### config.mk
export PLATFORM = sky130hd
export DESIGN_NAME = div
export DESIGN_NICKNAME = d
export VERILOG_FILES = /design/src/rtl/div.sv
export SDC_FILE = /design/constraint.sdc
export NUM_CORES = 1
export LEC_CHECK = 0
export ABC_AREA = 1
export BUFFER_PORTS_ARGS = -buffer_cell sky130_fd_sc_hd__buf_2
export CAP_MARGIN = 20
export CORE_ASPECT_RATIO = 1.5
export CORE_MARGIN = 5
export CORE_UTILIZATION = 30
export CTS_BUF_LIST = sky130_fd_sc_hd__clkbuf_4 sky130_fd_sc_hd__clkbuf_8
export CTS_CLUSTER_DIAMETER = 30
export DETAILED_ROUTE_END_ITERATION = 10
export GPL_ROUTABILITY_DRIVEN = 0
export PLACE_DENSITY = 0.52
export SLEW_MARGIN = 25
export SYNTH_ARGS = -nofsm -noshare
export SYNTH_HDL_FRONTEND = slang
export SYNTH_SLANG_ARGS = --single-unit
### constraint.sdc
create_clock -name clk -period 2.6 [get_ports clk]
set_input_delay 0.39 -clock clk [delete_from_list [all_inputs] [get_ports clk]]
set_output_delay 0.39 -clock clk [all_outputs]
set_load 0.005 [all_outputs]
### src/rtl/div.sv
// Sequential signed 32-bit divider for the Hi/Lo unit.
// Restoring shift-subtract on operand magnitudes, one quotient bit per cycle,
// followed by a sign fix-up that writes quotient to Lo and remainder to Hi.
module div (
  input  logic        clk,
  input  logic        reset,
  input  logic        div_ctrl,
  input  logic [31:0] a,
  input  logic [31:0] b,
  output logic [31:0] Hi,
  output logic [31:0] Lo,
  output logic        div_end,
  output logic        div_zero
);

  localparam int unsigned W     = 32;
  localparam int unsigned CNT_W = 5;

  localparam logic [1:0] S_IDLE = 2'd0;
  localparam logic [1:0] S_RUN  = 2'd1;
  localparam logic [1:0] S_FIX  = 2'd2;
  localparam logic [1:0] S_ZERO = 2'd3;

  logic [1:0]       state, state_n;
  logic [CNT_W-1:0] cnt, cnt_n;
  logic [W-1:0]     dvd, dvd_n;
  logic [W-1:0]     dsr, dsr_n;
  logic [W:0]       rem, rem_n;
  logic             sign_q, sign_q_n;
  logic             sign_r, sign_r_n;
  logic [W-1:0]     hi_n, lo_n;
  logic             div_end_n, div_zero_n;

  // Single-iteration datapath: shift the next dividend bit into the remainder.
  logic [W:0]       shifted_c;
  logic             fits_c;
  logic [W-1:0]     abs_a_c, abs_b_c;

  // Magnitudes use plain 32-bit negate, so 0x80000000 maps to itself.
  always_comb begin
    abs_a_c   = a[W-1] ? W'(~a + W'(1)) : a;
    abs_b_c   = b[W-1] ? W'(~b + W'(1)) : b;
    shifted_c = {rem[W-1:0], dvd[W-1]};
    fits_c    = (shifted_c >= {1'b0, dsr});
  end

  // State register and all datapath/output registers; reset has top priority.
  always_ff @(posedge clk) begin
    if (reset) begin
      state    <= S_IDLE;
      cnt      <= '0;
      dvd      <= '0;
      dsr      <= '0;
      rem      <= '0;
      sign_q   <= 1'b0;
      sign_r   <= 1'b0;
      Hi       <= '0;
      Lo       <= '0;
      div_end  <= 1'b0;
      div_zero <= 1'b0;
    end else begin
      state    <= state_n;
      cnt      <= cnt_n;
      dvd      <= dvd_n;
      dsr      <= dsr_n;
      rem      <= rem_n;
      sign_q   <= sign_q_n;
      sign_r   <= sign_r_n;
      Hi       <= hi_n;
      Lo       <= lo_n;
      div_end  <= div_end_n;
      div_zero <= div_zero_n;
    end
  end

  // Next-state and next-output logic; a start strobe overrides any state.
  always_comb begin
    state_n    = state;
    cnt_n      = cnt;
    dvd_n      = dvd;
    dsr_n      = dsr;
    rem_n      = rem;
    sign_q_n   = sign_q;
    sign_r_n   = sign_r;
    hi_n       = Hi;
    lo_n       = Lo;
    div_end_n  = 1'b0;
    div_zero_n = 1'b0;

    if (div_ctrl) begin
      dvd_n    = abs_a_c;
      dsr_n    = abs_b_c;
      rem_n    = '0;
      sign_q_n = a[W-1] ^ b[W-1];
      sign_r_n = a[W-1];
      cnt_n    = CNT_W'(W - 1);
      state_n  = (b == '0) ? S_ZERO : S_RUN;
    end else begin
      case (state)
        S_RUN: begin
          if (fits_c) begin
            rem_n = shifted_c - {1'b0, dsr};
            dvd_n = {dvd[W-2:0], 1'b1};
          end else begin
            rem_n = shifted_c;
            dvd_n = {dvd[W-2:0], 1'b0};
          end
          if (cnt == '0) begin
            state_n = S_FIX;
          end else begin
            cnt_n = cnt - CNT_W'(1);
          end
        end
        S_FIX: begin
          lo_n      = sign_q ? W'(~dvd + W'(1)) : dvd;
          hi_n      = sign_r ? W'(~rem[W-1:0] + W'(1)) : rem[W-1:0];
          div_end_n = 1'b1;
          state_n   = S_IDLE;
        end
        S_ZERO: begin
          div_end_n  = 1'b1;
          div_zero_n = 1'b1;
          state_n    = S_IDLE;
        end
        default: begin
          state_n = S_IDLE;
        end
      endcase
    end
  end

endmodule

# --- Yosys cells after proc, flatten, opt, wreduce, memory -nomap -nowiden ---
# Cells that the tools add are included.
classes:
  n_addsub: 6
  multipliers: 0
  div_mod_pow: 0
  order_cmp: 1
  eq_ne: 5
  n_shift: 0
  n_mux: 17
  bitwise_logic: 6
  n_reduce_logical: 7
op_table:
  columns: ["op", "count"]
  rows:
  - ["$mux 32", 7]
  - ["$add 32x1->32 const B", 4]
  - ["$not 32->32", 4]
  - ["$ge 33x32->1", 1]
  - ["$logic_not 32->1", 1]
  - ["$sub 32x32->32", 1]
  - ["$mux 5", 3]
  - ["$mux 2", 4]
  - ["$logic_not 5->1", 1]
  - ["$sub 5x1->5 const B", 1]
  - ["$eq 2x2->1 const B", 2]
  - ["$reduce_and 2->1", 2]
  - ["$reduce_or 2->1", 2]
  - ["$mux 1", 3]
  - ["$ne 3x3->1 const B", 1]
  - ["$eq 2x1->1 const B", 1]
  - ["$ne 2x2->1 const B", 1]
  - ["$reduce_bool 2->1", 1]
  - ["$not 1->1", 1]
  - ["$xor 1x1->1", 1]
totals:
  register_bits: 171
  latch_bits: 0
  mem_bits_rw: 0
  mem_bits_ro: 0
  inputBits: 67
  output_inout_bits: 66
  word_cells: 53
  n_memories: 0

# --- Depth between registers and ports, before layout ---
depth:
  word_depth: 4
  ltp_mapped: 17
  depth_no_buf: 16

# --- Worst setup path before layout ---
# No wires, ideal clock.
synth_timing:
  path_kind: "register to register"
  start: "reg dvd[31]"
  end: "reg rem[30]"
  arrival_time_ns: 1.882
  slack_ns: 0.584
  path_stages_with_launch: 16
  cell_sequence: "dfxtp_1 inv_1 ha_1 fa_1 inv_1 nand3_1 nand3_1 nand2_1 nand2_1 nand2_1 nand2_1 nand2_1 nand3_1 nand3_1 nand2_1 a21oi_2"
synth_via:
  elab_chain_cells: 2
  elab_cells_between_ends: 3
  classes_between: "add/sub (1); order compare (1); mux (1)"
synth_rtl:
  columns: ["element", "line", "rtl"]
  rows:
  - ["start, declared", "26", "logic [W-1:0] dvd, dvd_n;"]
  - ["start signal, assigned", "64", "dvd <= dvd_n;"]
  - ["$sub 32x32->32 or $ge 33x32->1 (tied branches)", "102, 44", null]
  - ["$mux 32 (*)", "101", "if (fits_c) begin"]
  - ["end signal, assigned", "66", "rem <= rem_n;"]
  - ["end, declared", "28", "logic [W:0] rem, rem_n;"]
# Every way passes the cells marked *; elsewhere a longest branch is shown, timed or not.
# A chain may end at the register's enable or synchronous reset.

# --- Final worst setup path ---
layout_timing:
  start: "reg rem[16]"
  end: "reg rem[31]"
layout_via:
  elab_chain_cells: 2
  elab_cells_between_ends: 3
  classes_between: "add/sub (1); order compare (1); mux (1)"
layout_rtl:
  columns: ["element", "line"]
  rows:
  - ["$sub 32x32->32 or $ge 33x32->1 (tied branches)", "102, 44"]
  - ["$mux 32 (*)", "101"]
# Marks and branches as above.

==> metrics.cfg <==
[cts]
cts_tree = built
htreeDepth = 4
clock_latency_ps = 490
cts.sinks = 171
cts_buffer_depth = 2
numCtsBuffers = 17
root_buffer = clkbuf_8
path_clk_slew_ps = 100

[worst_setup_path]
crit_chain = ha_2, nand2_1, nor2_2, nand2_1, nor3_2, nand2_2, buf_4, nand3_1, nand2_1, inv_1, nand2_1, a21oi_1
required_ps = 3020
crit_path_start_kind = register
critPathArrivalTime_ps = 2840
path_buf_inv = 2
cp_slowest_cell = dfxtp_1
endpoint_kind = register
path_class = reg2reg
cp_top_family = simple AND/OR/NAND/NOR gates
slowest_delay_ps = 420
critical_path.most_common_cell = nand2_1
crit_fanout = 8

[timing]
setup_viol = 0
rsz0062_at_grt = no
fin_crit_ps = 2420
tns_ps = 0
clock.fmax_ghz = 0.413
period_share_pct = 93.1
hold_viol = 0
finalMaxSlewViolations = 0
skew_ps = 18.7
holdWs_ps = 188
tightest_slew_ps = 599
relSlewSlack_pct = 60.0

[outcome]
status = finished, final reports clean

[grt]
antenna_found_initial = 3
grt_max_degree = 57
grt_pass1_vias = 13300
grt.overflow.total = 0
track_usage_pct = 19.8
grt_first_pass_wirelength_um = 72900

[synthesis]
syn_avg_cell_area_um2 = 6.03
synth_nets = 2218
syn-instance-count = 2112
synthTopCellsByCount = 578 x nand2_1, 330 x inv_1, 184 x nor2_1
yosys_warnings = 0
yosys.area.top_type = dfxtp_1
synth_top_cell_area_share_pct = 26.9
yosysUniqueCellTypes = 49
synth_flop_cell = dfxtp_1
synthArstFlopShare_pct = 0
netlist_area_mm2 = 0.0127
synth_edf_count = 0
synth_most_common_cell = nand2_1
yosysSeqAreaShare_pct = 26.9
synth_area_leaders = dfxtp_1 27%, nand2_1 17%, inv_1 9.7%, nand3_1 7.1%, nor2_1 5.4%
synth_seq_cells = 171

[floorplan]
fp.dieH_um = 262
coreArea_mm2 = 0.0420
ioPinCount = 133
start_util_pct = 30.3
fp.dieArea_mm2 = 0.0468
die_width_um = 178
rows = 92

[pwr]
ir_worst_vdd_uv = 309
switching_share_pct = 35.6
power_mw = 6.35
p_clk_share_pct = 31.2
switchingPower_mw = 2.26
combPwrFrac_pct = 24.5
intPower_mw = 4.09
power_leakage_nw = 7.27
power_frac_seq_pct = 44.2
powerDensity_mw_per_mm2 = 436

[detailed_routing]
drcViolationCount = 0
viasPerCell = 4.91
post_drt_wl_per_cell_um = 16.9
ant_nets = 0
drt-initial-drc-count = 971
totalWireLength_um = 47600
vias = 13800
drt_pass1_iterations = 6

[layout]
fin_nets = 2340
drive_gt1_share_pct = 12.0
fin_util_pct = 34.6
syn2layout_area_growth_pct = 14.3

[placed_design]
dpl.hpwl_um = 39100
portBuffers = 132

[run]
maxCapViolations = 0

[min_path]
min_path_type = in2reg

kinds of logic after synthesis:
| group | after synthesis | share of synthesized area, % |
|---|---|---|
| and+or+nand+nor | 1070 | 36.5 |
| xor gates and xnor gates | 59 | 4.06 |
| buffers and inverters | 418 | 12.9 |
| DFF | 171 | 26.9 |
| AOI/OAI and AO/OA | 355 | 15.7 |
| adders and majority gates | 39 | 3.89 |
layer usage:
layer / up-vias / GRT usage [%] / share of wire (%)
met5: - / 0 / 0
met4: 0 / 11.5 / 6.5
met3: 100 / 2.42 / 3.9
met2: 342 / 36.4 / 52
met1: 6327 / 21.5 / 38
li1: 7057 / - / -
repair_timing:
| item | CTS | global route |
|---|---|---|
| gates resized for setup | 0 | 3 |
| buffers inserted | 0 | 0 |
| endpoints found under the setup margin | 0 | 3 |
| hold buffers | 0 | 0 |
through the flow:
stage / worst slack, ps / instance area, um2 / std cells
after floorplan: 584 / 12700 / 2112
after global placement: -1.59 / 14100 / 2779
after detailed placement: 5.94 / 14100 / 2779
after CTS: 155 / 14500 / 2811
after global routing: 21.4 / 14600 / 2812
final: 180 / 14600 / 2814
sequential cells by signal (all words and copies together) (netlist names):
register / flops
Hi: 32
Lo: 32
cnt: 5
div_end: 1
div_zero: 1
dsr: 32
dvd: 32
rem: 32
sign_q: 1
sign_r: 1
state: 2
final cells by class:
class	count	area, um2
well taps	564	706
clock inverters	13	143
clock buffers	19	249
repair buffers	177	1050
inverters	344	1290
multi-input cells	1523	7680
flip-flops and latches	171	3420
diodes	3	7.51
fillers	4721	27500
cells in the final DEF, fill, tap and decap left out, types with 7 or more instances in the layout:
cell type  instances
dfxtp_1          171
nor2_2            10
nand4_1           36
buf_2            132
nor4_1            11
clkbuf_8          17
a21oi_1          120
ha_1              37
a31oi_1            9
inv_1            329
o211ai_1          13
xor2_1            46
o22ai_1           37
nand3_2            8
nand2_1          578
nor2_1           182
o21bai_1          14
xnor2_1           13
buf_4             40
nor3_1            26
inv_2             13
o21ai_1            7
nand3_1          181
o21ai_0          124
o21a_1            14
final timing paths:
check | slack, ps | startpoint | depth (start not counted) | end
setup / recovery | 180 | rem[16]$_SDFFE_PP0P_ | 12 | rem[31]$_SDFFE_PP0P_
hold / removal | 190 | a[16] | 4 | dvd[16]$_SDFFE_PP0P_
setup reg to reg | 180 | rem[16]$_SDFFE_PP0P_ | 12 | rem[31]$_SDFFE_PP0P_
hold reg to reg | 480 | dsr[25]$_SDFFE_PP0P_ | 2 | dsr[25]$_SDFFE_PP0P_
worst reg2reg max path, cell delays in order (launching register included):
cell	delay, ps
dfxtp_1	420
ha_2	430
nand2_1	160
nor2_2	260
nand2_1	140
nor3_2	210
nand2_2	130
buf_4	190
nand3_1	140
nand2_1	70
inv_1	60
nand2_1	40
a21oi_1	110
power by group through the flow:
| stage | sequential [mW] | clock [mW] | combinational (mW) |
|---|---|---|---|
| after floorplan | 2.84 | 0 | 1.02 |
| after global placement | 2.87 | 0 | 1.55 |
| after detailed placement | 2.87 | 0 | 1.55 |
| after CTS | 2.81 | 2.03 | 1.56 |
| after global routing | 2.82 | 2.12 | 1.73 |
| final | 2.81 | 1.98 | 1.56 |
No activity file was read; power rests on OpenSTA's default activity.
